### src/rtl/bc_skid_buf.sv
// bc_skid_buf: two-entry valid/ready skid buffer.
// Upstream ready comes from registered occupancy only, so the combinational
// ready path between pipeline stages is cut while one word per cycle flows.
module bc_skid_buf #(
  parameter int unsigned      WIDTH    = 32,
  parameter logic [WIDTH-1:0] INI_DATA = '0
) (
  input  logic             clk,
  input  logic             rst,
  input  logic             iVld,
  input  logic [WIDTH-1:0] iDat,
  output logic             oRdy,
  output logic             oVld,
  output logic [WIDTH-1:0] oDat,
  input  logic             iRdy,
  output logic [1:0]       oCnt
);

  // Encoding doubles as the occupancy count.
  typedef enum logic [1:0] {
    EMPTY = 2'd0,
    BUSY  = 2'd1,
    FULL  = 2'd2
  } state_t;

  state_t           state_q, state_d;
  logic [WIDTH-1:0] out_q, out_d;
  logic [WIDTH-1:0] skid_q, skid_d;
  logic             in_fire, out_fire;

  // Handshake outputs depend only on registered state (plus reset gating).
  always_comb begin
    oVld     = (state_q != EMPTY);
    oRdy     = (state_q != FULL) & ~rst;
    oDat     = out_q;
    oCnt     = state_q;
    in_fire  = iVld & oRdy;
    out_fire = oVld & iRdy;
  end

  // Next-state and data-path selection; everything holds by default.
  always_comb begin
    state_d = state_q;
    out_d   = out_q;
    skid_d  = skid_q;
    unique case (state_q)
      EMPTY: begin
        if (in_fire) begin
          out_d   = iDat;
          state_d = BUSY;
        end
      end
      BUSY: begin
        if (in_fire && out_fire) begin
          out_d = iDat;
        end else if (in_fire) begin
          // Consumer stalled: the extra word lands in the skid slot.
          skid_d  = iDat;
          state_d = FULL;
        end else if (out_fire) begin
          // out_q deliberately keeps the last transferred word.
          state_d = EMPTY;
        end
      end
      FULL: begin
        // oRdy is low here, so only the output side can move.
        if (out_fire) begin
          out_d   = skid_q;
          state_d = BUSY;
        end
      end
      default: state_d = EMPTY;
    endcase
  end

  // State and output register; reset discards contents and voids handshakes.
  always_ff @(posedge clk) begin
    if (rst) begin
      state_q <= EMPTY;
      out_q   <= INI_DATA;
    end else begin
      state_q <= state_d;
      out_q   <= out_d;
    end
  end

  // Skid slot needs no reset: it is only read after being written in FULL.
  always_ff @(posedge clk) begin
    skid_q <= skid_d;
  end

endmodule

### config.mk
export PLATFORM = sky130hd
export DESIGN_NAME = bc_skid_buf
export DESIGN_NICKNAME = d
export VERILOG_FILES = /design/src/rtl/bc_skid_buf.sv
export SDC_FILE = /design/constraint.sdc
export NUM_CORES = 1
export LEC_CHECK = 0
export CORE_UTILIZATION = 30
export DETAILED_ROUTE_END_ITERATION = 12
export PLACE_DENSITY_LB_ADDON = 0.08
export SYNTH_ARGS = -nofsm -noshare
export SYNTH_HDL_FRONTEND = slang
export SYNTH_SLANG_ARGS = --single-unit
### constraint.sdc
create_clock -name clk -period 2.3 [get_ports clk]
set_input_delay 0.46 -clock clk [delete_from_list [all_inputs] [get_ports clk]]
set_output_delay 0.46 -clock clk [all_outputs]
set_load 0.05 [all_outputs]
# --- Yosys cells after proc, flatten, opt, wreduce, memory -nomap -nowiden ---
# Index checks and enable logic that the tools add are counted.
classes:
  n_eq_ne: 8
  n_bitwise: 5
  mux: 10
  n_reduce_logical: 7
op_table:
  columns: ["op", "n"]
  rows:
  - ["32-bit 2-to-1 mux", 3]
  - ["32-bit case mux with 3 select lines", 1]
  - ["2-bit 2-to-1 mux", 5]
  - ["2-bit != test, second input constant", 5]
  - ["4-bit AND reduction", 2]
  - ["2-bit case mux with 3 select lines", 1]
  - ["1-bit bitwise AND", 3]
  - ["3-bit != test, second input constant", 1]
  - ["3-bit AND reduction", 1]
  - ["3-bit nonzero test", 1]
  - ["2-bit by 1-bit == test with 1-bit output, second input constant", 1]
  - ["2-bit == test, second input constant", 1]
  - ["2-bit zero test", 1]
  - ["1-bit inverter", 2]
  - ["2-bit nonzero test", 1]
  - ["1-bit logical AND", 1]
word_totals:
  wordCells: 33
  regBits: 66
  out_inout_bits: 36

# --- Longest topological paths before layout ---
# Gate-level depths: netlist of the first run.
depth:
  word_depth: 6
  depth_mapped: 7
  ltp_nobuf: 3

# --- Worst setup path after synthesis of the first run ---
# Ideal clock, no wire load.
synth_timing:
  path_kind: "reg-to-output"
  from: "register state_q[1], in the netlist oCnt[1]"
  to: "output port oRdy"
  stages_incl_launch_ff: 6
  t_required_ns: 1.840
  slack_ns: -0.026
  arrival_ns: 1.866
  n_path_buf: 3
  cell_sequence: "dfxtp_1 buf_2 nor2b_1 buf_2 buf_2 nor2_1"
synth_via:
  elab_chain_cells: 2
synth_lines:
  columns: ["item", "line", "source"]
  rows:
  - ["start: declaration", "26", "state_t state_q, state_d;"]
  - ["start signal: assignment", "82", "state_q <= state_d;"]
  - ["2-bit != test", "34", "oRdy = (state_q != FULL) & ~rst;"]
  - ["1-bit bitwise AND", "34", null]
  - ["end: declaration", "12", "output logic oRdy,"]
# No other way between the ends.

# --- Final worst setup path of the first run ---
layout_timing:
  from: "register state_q[0], in the netlist oCnt[0]"
  to: "output port oCnt[0]"
layout_lines:
  columns: ["item", "line", "source"]
  rows:
  - ["end: declaration", "16", "output logic [1:0] oCnt"]
# No word-level cell between the ends.

==> run_results.csv, run 1 <==
group,metric,value,unit
cts,clk_latency,0.33,ns
setup_path,critical_path.top_delay_family,"buffers and inverters",
routing,wirelength,6510,µm
cts,hold_buffers,0,
global_route,grt_max_degree,33,
setup_path,critPathMaxStageDelay,0.88,ns
synth,synthXorXnorAreaFrac,0,
die,core,0.00889,mm²
synth,synthArstFlopShare,0,
run,cap_violations,0,
die,boundaryPins,72,
die,rows,34,
cts,post-cts-setup-buffer-count,0,
sta,drv_slew,0,
power_and_ir_drop,power.density,750,mW/mm²
global_route,grtUsageTotal,0.141,
die,dieArea,0.00973,mm²
layout,layout-drive-gt1-share,0.240,
cts,cts_htree_levels,3,
synth,syn_nets,239,
sta,max_freq,455,MHz
setup_path,crit_required,1.84,ns
cts,cts-resized-gates,0,
global_route,gr-total-overflow,0,
run_status,status,"complete, no violations",
setup_path,critical_path_buf_inv_count,1,
synth,synth_top_family_by_area,"compound AO/OA/AOI/OAI gates",
setup_path,worstPathCellList,"clkdlybuf4s50_1",
placement,placed_cells,368,
routing,drt_iter0_drc,89,
sta,finalClockSkew,0.00746,ns
global_route,grt_pass1_vias,1999,
synth,yosysWarnings,0,
sta,fin_crit_sh,0.956,
layout,fin_cells,383,
layout,diodes,0,
layout,nNetsFinal,307,
synth,synth-edff-count,32,
cts,max-clock-path-buffers,2,
placement,port_buffers,71,
sta,rsz0062_at_grt,"false",
synth,avgSynthCellArea,13.8,µm²
routing,vias_per_cell,5.02,
layout,synthToLayoutAreaGrowth,37.0,%
cts,ctsRootBufferMaster,"clkbuf_8",
setup_path,critPathLaunch,"oCnt[0]",
die,die_w,98.6,µm
worst_hold_path,hold_end,"oCnt[0]",
setup_path,critPathMaxFanout,8,
setup_path,criticalPathCategory,"reg2out",
sta,fin_crit,2.20,ns
synth,synthFlopType,"dfxtp_1",
sta,final.setup.tns,0,ns
cts,cts_tree,"done",
cts,path_clk_slew,0.06,ns
placement,dp_hpwl,4100,µm
synth,synth-seq-area-share,0.586,
routing,wl_per_cell,17.0,µm
power_and_ir_drop,vdd_drop_max,0.259,mV
routing,via_count,1924,
sta,worst_pin_slew,0.522,ns
routing,antenna_left,0,
synth,synth-adder-area-share,0,
die,dieHeight,98.6,µm
routing,drtPass1Iterations,4,
synth,synthTopCellsByCount,"dfxtp_1 (34), mux2i_1 (33), edfxtp_1 (32), nor4_1 (32), a211oi_2 (30)",
sta,relSlewSlack,0.652,
routing,drc_errors,0,
sta,setup_viol_count_final,0,
synth,netlist_area,0.00280,mm²
setup_path,cp-start-kind,"register",
worst_hold_path,holdPathStages,2,
worst_hold_path,holdCritStartpoint,"rst",
sta,finalHoldViolations,0,
global_route,grt_pass1_wl,10600,µm
synth,synth-simple-area-share,0.105,
synth,synthDominantCellAreaShare,0.343,
worst_hold_path,min_path_type,"in2reg",
synth,synth_cells,203,
setup_path,critPathSlowestCell,"clkdlybuf4s50_1",
setup_path,timing.rr.end,"oDat[0]",
setup_path,cp_data_arrival_time,1.74,ns
setup_path,reg2reg_setup_slack,0.60,ns
global_route,antenna_found_initial,0,
cts,cts.sinks,66,
setup_path,rr_worst_depth,4,
synth,yosys-top-cells-area,"edfxtp_1 (34%), dfxtp_1 (24%), a211oi_2 (13%)",
synth,synth.ff_latch_count,66,
synth,synth_compound_area_frac,0.148,
power_and_ir_drop,leakagePower,0.00121,µW
synth,synthMuxAreaShare,0.118,
synth,synthDistinctLibCells,21,
synth,synth_top_area_cell,"edfxtp_1",
placement,finalWeightedCongestion,0.650,
die,initial_core_util,0.315,
synth,synth.most_common_cell,"dfxtp_1",
cts,cts_made_buffers,9,
setup_path,cp-end-kind,"primary output",
setup_path,r2r-start,"oCnt[0]",
-- sequential cells by signal, indices dropped and copies added (netlist names) --
| signal | cells |
|---|---|
| oDat | 32 |
| oCnt | 2 |
| skid_q | 32 |
-- metrics by stage --
step	worst slack (ns)	utilization	cell area (µm²)	hold WS [ns]	power [µW]
2_1_floorplan	0.198	-	2800	0.559	1750
3_3_place_gp	0.166	0.411	3650	0.596	1970
3_5_place_dp	0.131	0.411	3650	0.595	1980
4_1_cts	0.0793	0.432	3840	0.549	2920
5_1_grt	0.0340	0.432	3840	0.558	3010
6_report	0.102	0.432	3840	0.560	2880
-- report_power, final --
part / total, µW / switching [µW] / internal, µW
clock network: 936 / 414 / 522
logic: 611 / 364 / 247
registers: 1330 / 38.3 / 1290
total: 2880 / 817 / 2060
-- worst max-delay path by stage --
| stage | slack (ns) | end | cells past startpoint |
|---|---|---|---|
| 6_report | 0.10 | oCnt[0] | 1 |
| 5_1_grt | 0.03 | oCnt[0] | 1 |
| 4_1_cts | 0.08 | oCnt[0] | 1 |
| 3_5_place_dp | 0.13 | oDat[1] | 5 |
| 3_3_place_gp | 0.17 | oDat[1] | 5 |
| 2_1_floorplan | 0.20 | skid_q[0] | 1 |
-- layout by cell type (no fill, tap or decap), types with 10 or more instances in the layout --
cell type	instances
dfxtp_1	34
edfxtp_1	32
clkbuf_8	10
nor4_1	32
a211oi_2	30
buf_4	10
mux2i_1	33
clkdlybuf4s50_1	68
-- cells by family (layout without fill, tap and decap cells) --
| kind of cell | Yosys count | count (layout) |
|---|---|---|
| compound gates | 35 | 35 |
| flops | 66 | 66 |
| buf+inv | 24 | 96 |
| mux | 33 | 33 |
| simple gates | 45 | 45 |
-- layout make-up --
class / count / area [µm²]
clock buffers: 12 / 145
clock inverters: 3 / 40.0
fillers: 843 / 5050
multi-input cells: 113 / 1070
flip-flops and latches: 66 / 1640
well taps: 108 / 135
repair buffers: 81 / 801
-- layer usage --
layer	track usage	up-vias	wire, µm	part of all wire
met3	0.0433	4	297	0.046
li1	-	943	-	-
met1	0.200	925	3310	0.51
met4	0.0517	0	56	0.0086
met2	0.203	52	2840	0.44
met5	0	-	0	0
No activity file was read; power rests on OpenSTA's default activity.
==> inputs of run 2 (changes only) <==
--- a/config.mk
+++ b/config.mk
@@ -8,6 +8,8 @@
 export CORE_UTILIZATION = 30
 export DETAILED_ROUTE_END_ITERATION = 12
 export PLACE_DENSITY_LB_ADDON = 0.08
+export RECOVER_POWER = 50
+export SLEW_MARGIN = 30
 export SYNTH_ARGS = -nofsm -noshare
 export SYNTH_HDL_FRONTEND = slang
 export SYNTH_SLANG_ARGS = --single-unit
==> run 2 against run 1 <==
Compared with the run above:
- clock skew shrank 0.00074 ns
- sequential cell count is the same
- wire length shrank 0.12%
- first-iteration DRC count shrank 7.9%
- core utilization shrank 0.25 points
- combinational power shrank 2%
- clock-buffer cell count is the same
- worst hold slack lost 0.0011 ns
- sequential share of layout area grew 0.25 points
- design area shrank 0.59%
- non-clock buffer count is the same
- sequential power is essentially flat
- critical path type unchanged
==> run_results.csv, run 2 (synthesis gave the netlist of run 1 again) <==
group,metric,value,unit
run_status,status,"complete, no violations",
cts,post-cts-setup-buffer-count,0,
cts,ctsRootBufferMaster,"clkbuf_8",
global_route,grt_pass1_wl,10600,µm
sta,worst_pin_slew,0.680,ns
setup_path,critPathMaxFanout,8,
die,die_w,98.6,µm
die,dieHeight,98.6,µm
global_route,gr-total-overflow,0,
power_and_ir_drop,p_seq_frac,0.465,
sta,max_freq,455,MHz
die,core,0.00889,mm²
setup_path,critical_path.top_delay_family,"buffers and inverters",
routing,drtPass1Iterations,4,
global_route,grt_max_degree,33,
sta,setup_viol_count_final,0,
routing,wl_per_cell,17.0,µm
cts,max-clock-path-buffers,2,
routing,vias_per_cell,5.03,
run,cap_violations,0,
sta,final.setup.tns,0,ns
power_and_ir_drop,comb_power_share,0.209,
cts,cts-resized-gates,0,
cts,hold_buffers,0,
setup_path,reg2reg_setup_slack,0.55,ns
setup_path,critPathMaxStageDelay,0.88,ns
layout,layout_common_cells,"clkdlybuf4s50_1 (35), dfxtp_1 (34), mux2i_1 (33), dlygate4sd3_1 (33)",
worst_hold_path,min_path_type,"in2reg",
routing,via_count,1925,
cts,cts_tree,"done",
setup_path,criticalPathCategory,"reg2out",
layout,fin_util,0.429,
sta,finalClockSkew,0.00672,ns
die,initial_core_util,0.315,
sta,fin_crit,2.20,ns
layout,nNetsFinal,307,
sta,rsz0062_at_grt,"false",
sta,drv_slew,0,
die,rows,34,
cts,cts_htree_levels,3,
cts,path_clk_slew,0.06,ns
placement,dpl_cell_area,0.00365,mm²
routing,wirelength,6500,µm
global_route,grtUsageTotal,0.141,
setup_path,cp-start-kind,"register",
power_and_ir_drop,clock_power_share,0.326,
setup_path,critPathLaunch,"oCnt[0]",
global_route,grt_pass1_vias,1999,
power_and_ir_drop,p_int,2050,µW
power_and_ir_drop,leakagePower,0.00121,µW
routing,antenna_left,0,
placement,dp_hpwl,4100,µm
layout,synthToLayoutAreaGrowth,36.2,%
placement,finalWeightedCongestion,0.650,
die,dieArea,0.00973,mm²
cts,cts_made_buffers,9,
die,boundaryPins,72,
setup_path,cp-end-kind,"primary output",
layout,final_common_cell,"clkdlybuf4s50_1",
routing,drt_iter0_drc,82,
power_and_ir_drop,power.switching,816,µW
layout,layout-drive-gt1-share,0.233,
power_and_ir_drop,vdd_drop_max,0.259,mV
power_and_ir_drop,power.density,751,mW/mm²
power_and_ir_drop,swShare,0.285,
setup_path,cp_data_arrival_time,1.74,ns
sta,finalHoldViolations,0,
sta,fin_crit_sh,0.955,
sta,relSlewSlack,0.547,
cts,cts.sinks,66,
setup_path,critPathSlowestCell,"clkdlybuf4s50_1",
worst_hold_path,holdCritStartpoint,"rst",
setup_path,r2r-start,"oCnt[0]",
setup_path,crit_required,1.84,ns
cts,clk_latency,0.33,ns
global_route,antenna_found_initial,0,
setup_path,worstPathCellList,"clkdlybuf4s50_1",
setup_path,critical_path_buf_inv_count,1,
layout,diodes,0,
layout,stdcell_area,0.00381,mm²
placement,port_buffers,71,
routing,drc_errors,0,
==> run 2: cell types whose count changed in the layout (fill, tap and decap cells not counted), sizes merged <==
cell	change
clkbuf	+3
buf	-3
clkdlybuf4s50	-33
dlygate4sd3	+33
==> run 2: cell type report <==
cell class,instances,area [µm²]
Clock buffer,12,145
Clock inverter,3,40.0
Fill cell,848,5080
Multi-Input combinational cell,113,1070
Sequential cell,66,1640
Tap cell,108,135
Timing Repair Buffer,81,778
==> run 2: power groups by stage <==
stage               sequential, µW  combinational, µW  clock, µW
global placement              1360                612          0
floorplan                     1530                215          0
finish                        1330                598        935
CTS                           1330                619        963
global route                  1340                631       1020
detailed placement            1360                616          0
==> run 2: routing by layer <==
layer  routed length [µm]  global-route usage
met5                    0                   0
met4                   56              0.0517
met3                  285              0.0433
met2                 2840               0.203
met1                 3320               0.200
==> run 2: final timing paths <==
kind                    end  cells past startpoint
setup reg to reg  skid_q[1]                      2
hold / removal      oCnt[0]                      2
hold reg to reg    oDat[11]                      2
setup / recovery    oCnt[0]                      1
==> run 2: per-stage QoR <==
| stage | std cells | setup WS (ns) | hold slack (ns) | total power (µW) |
|---|---|---|---|---|
| after global routing | 383 | 0.0340 | 0.558 | 2990 |
| final | 383 | 0.102 | 0.559 | 2860 |
| after CTS | 383 | 0.0793 | 0.549 | 2920 |
| after global placement | 368 | 0.166 | 0.596 | 1970 |
| after detailed placement | 368 | 0.131 | 0.595 | 1980 |
| after floorplan | 203 | 0.198 | 0.559 | 1750 |
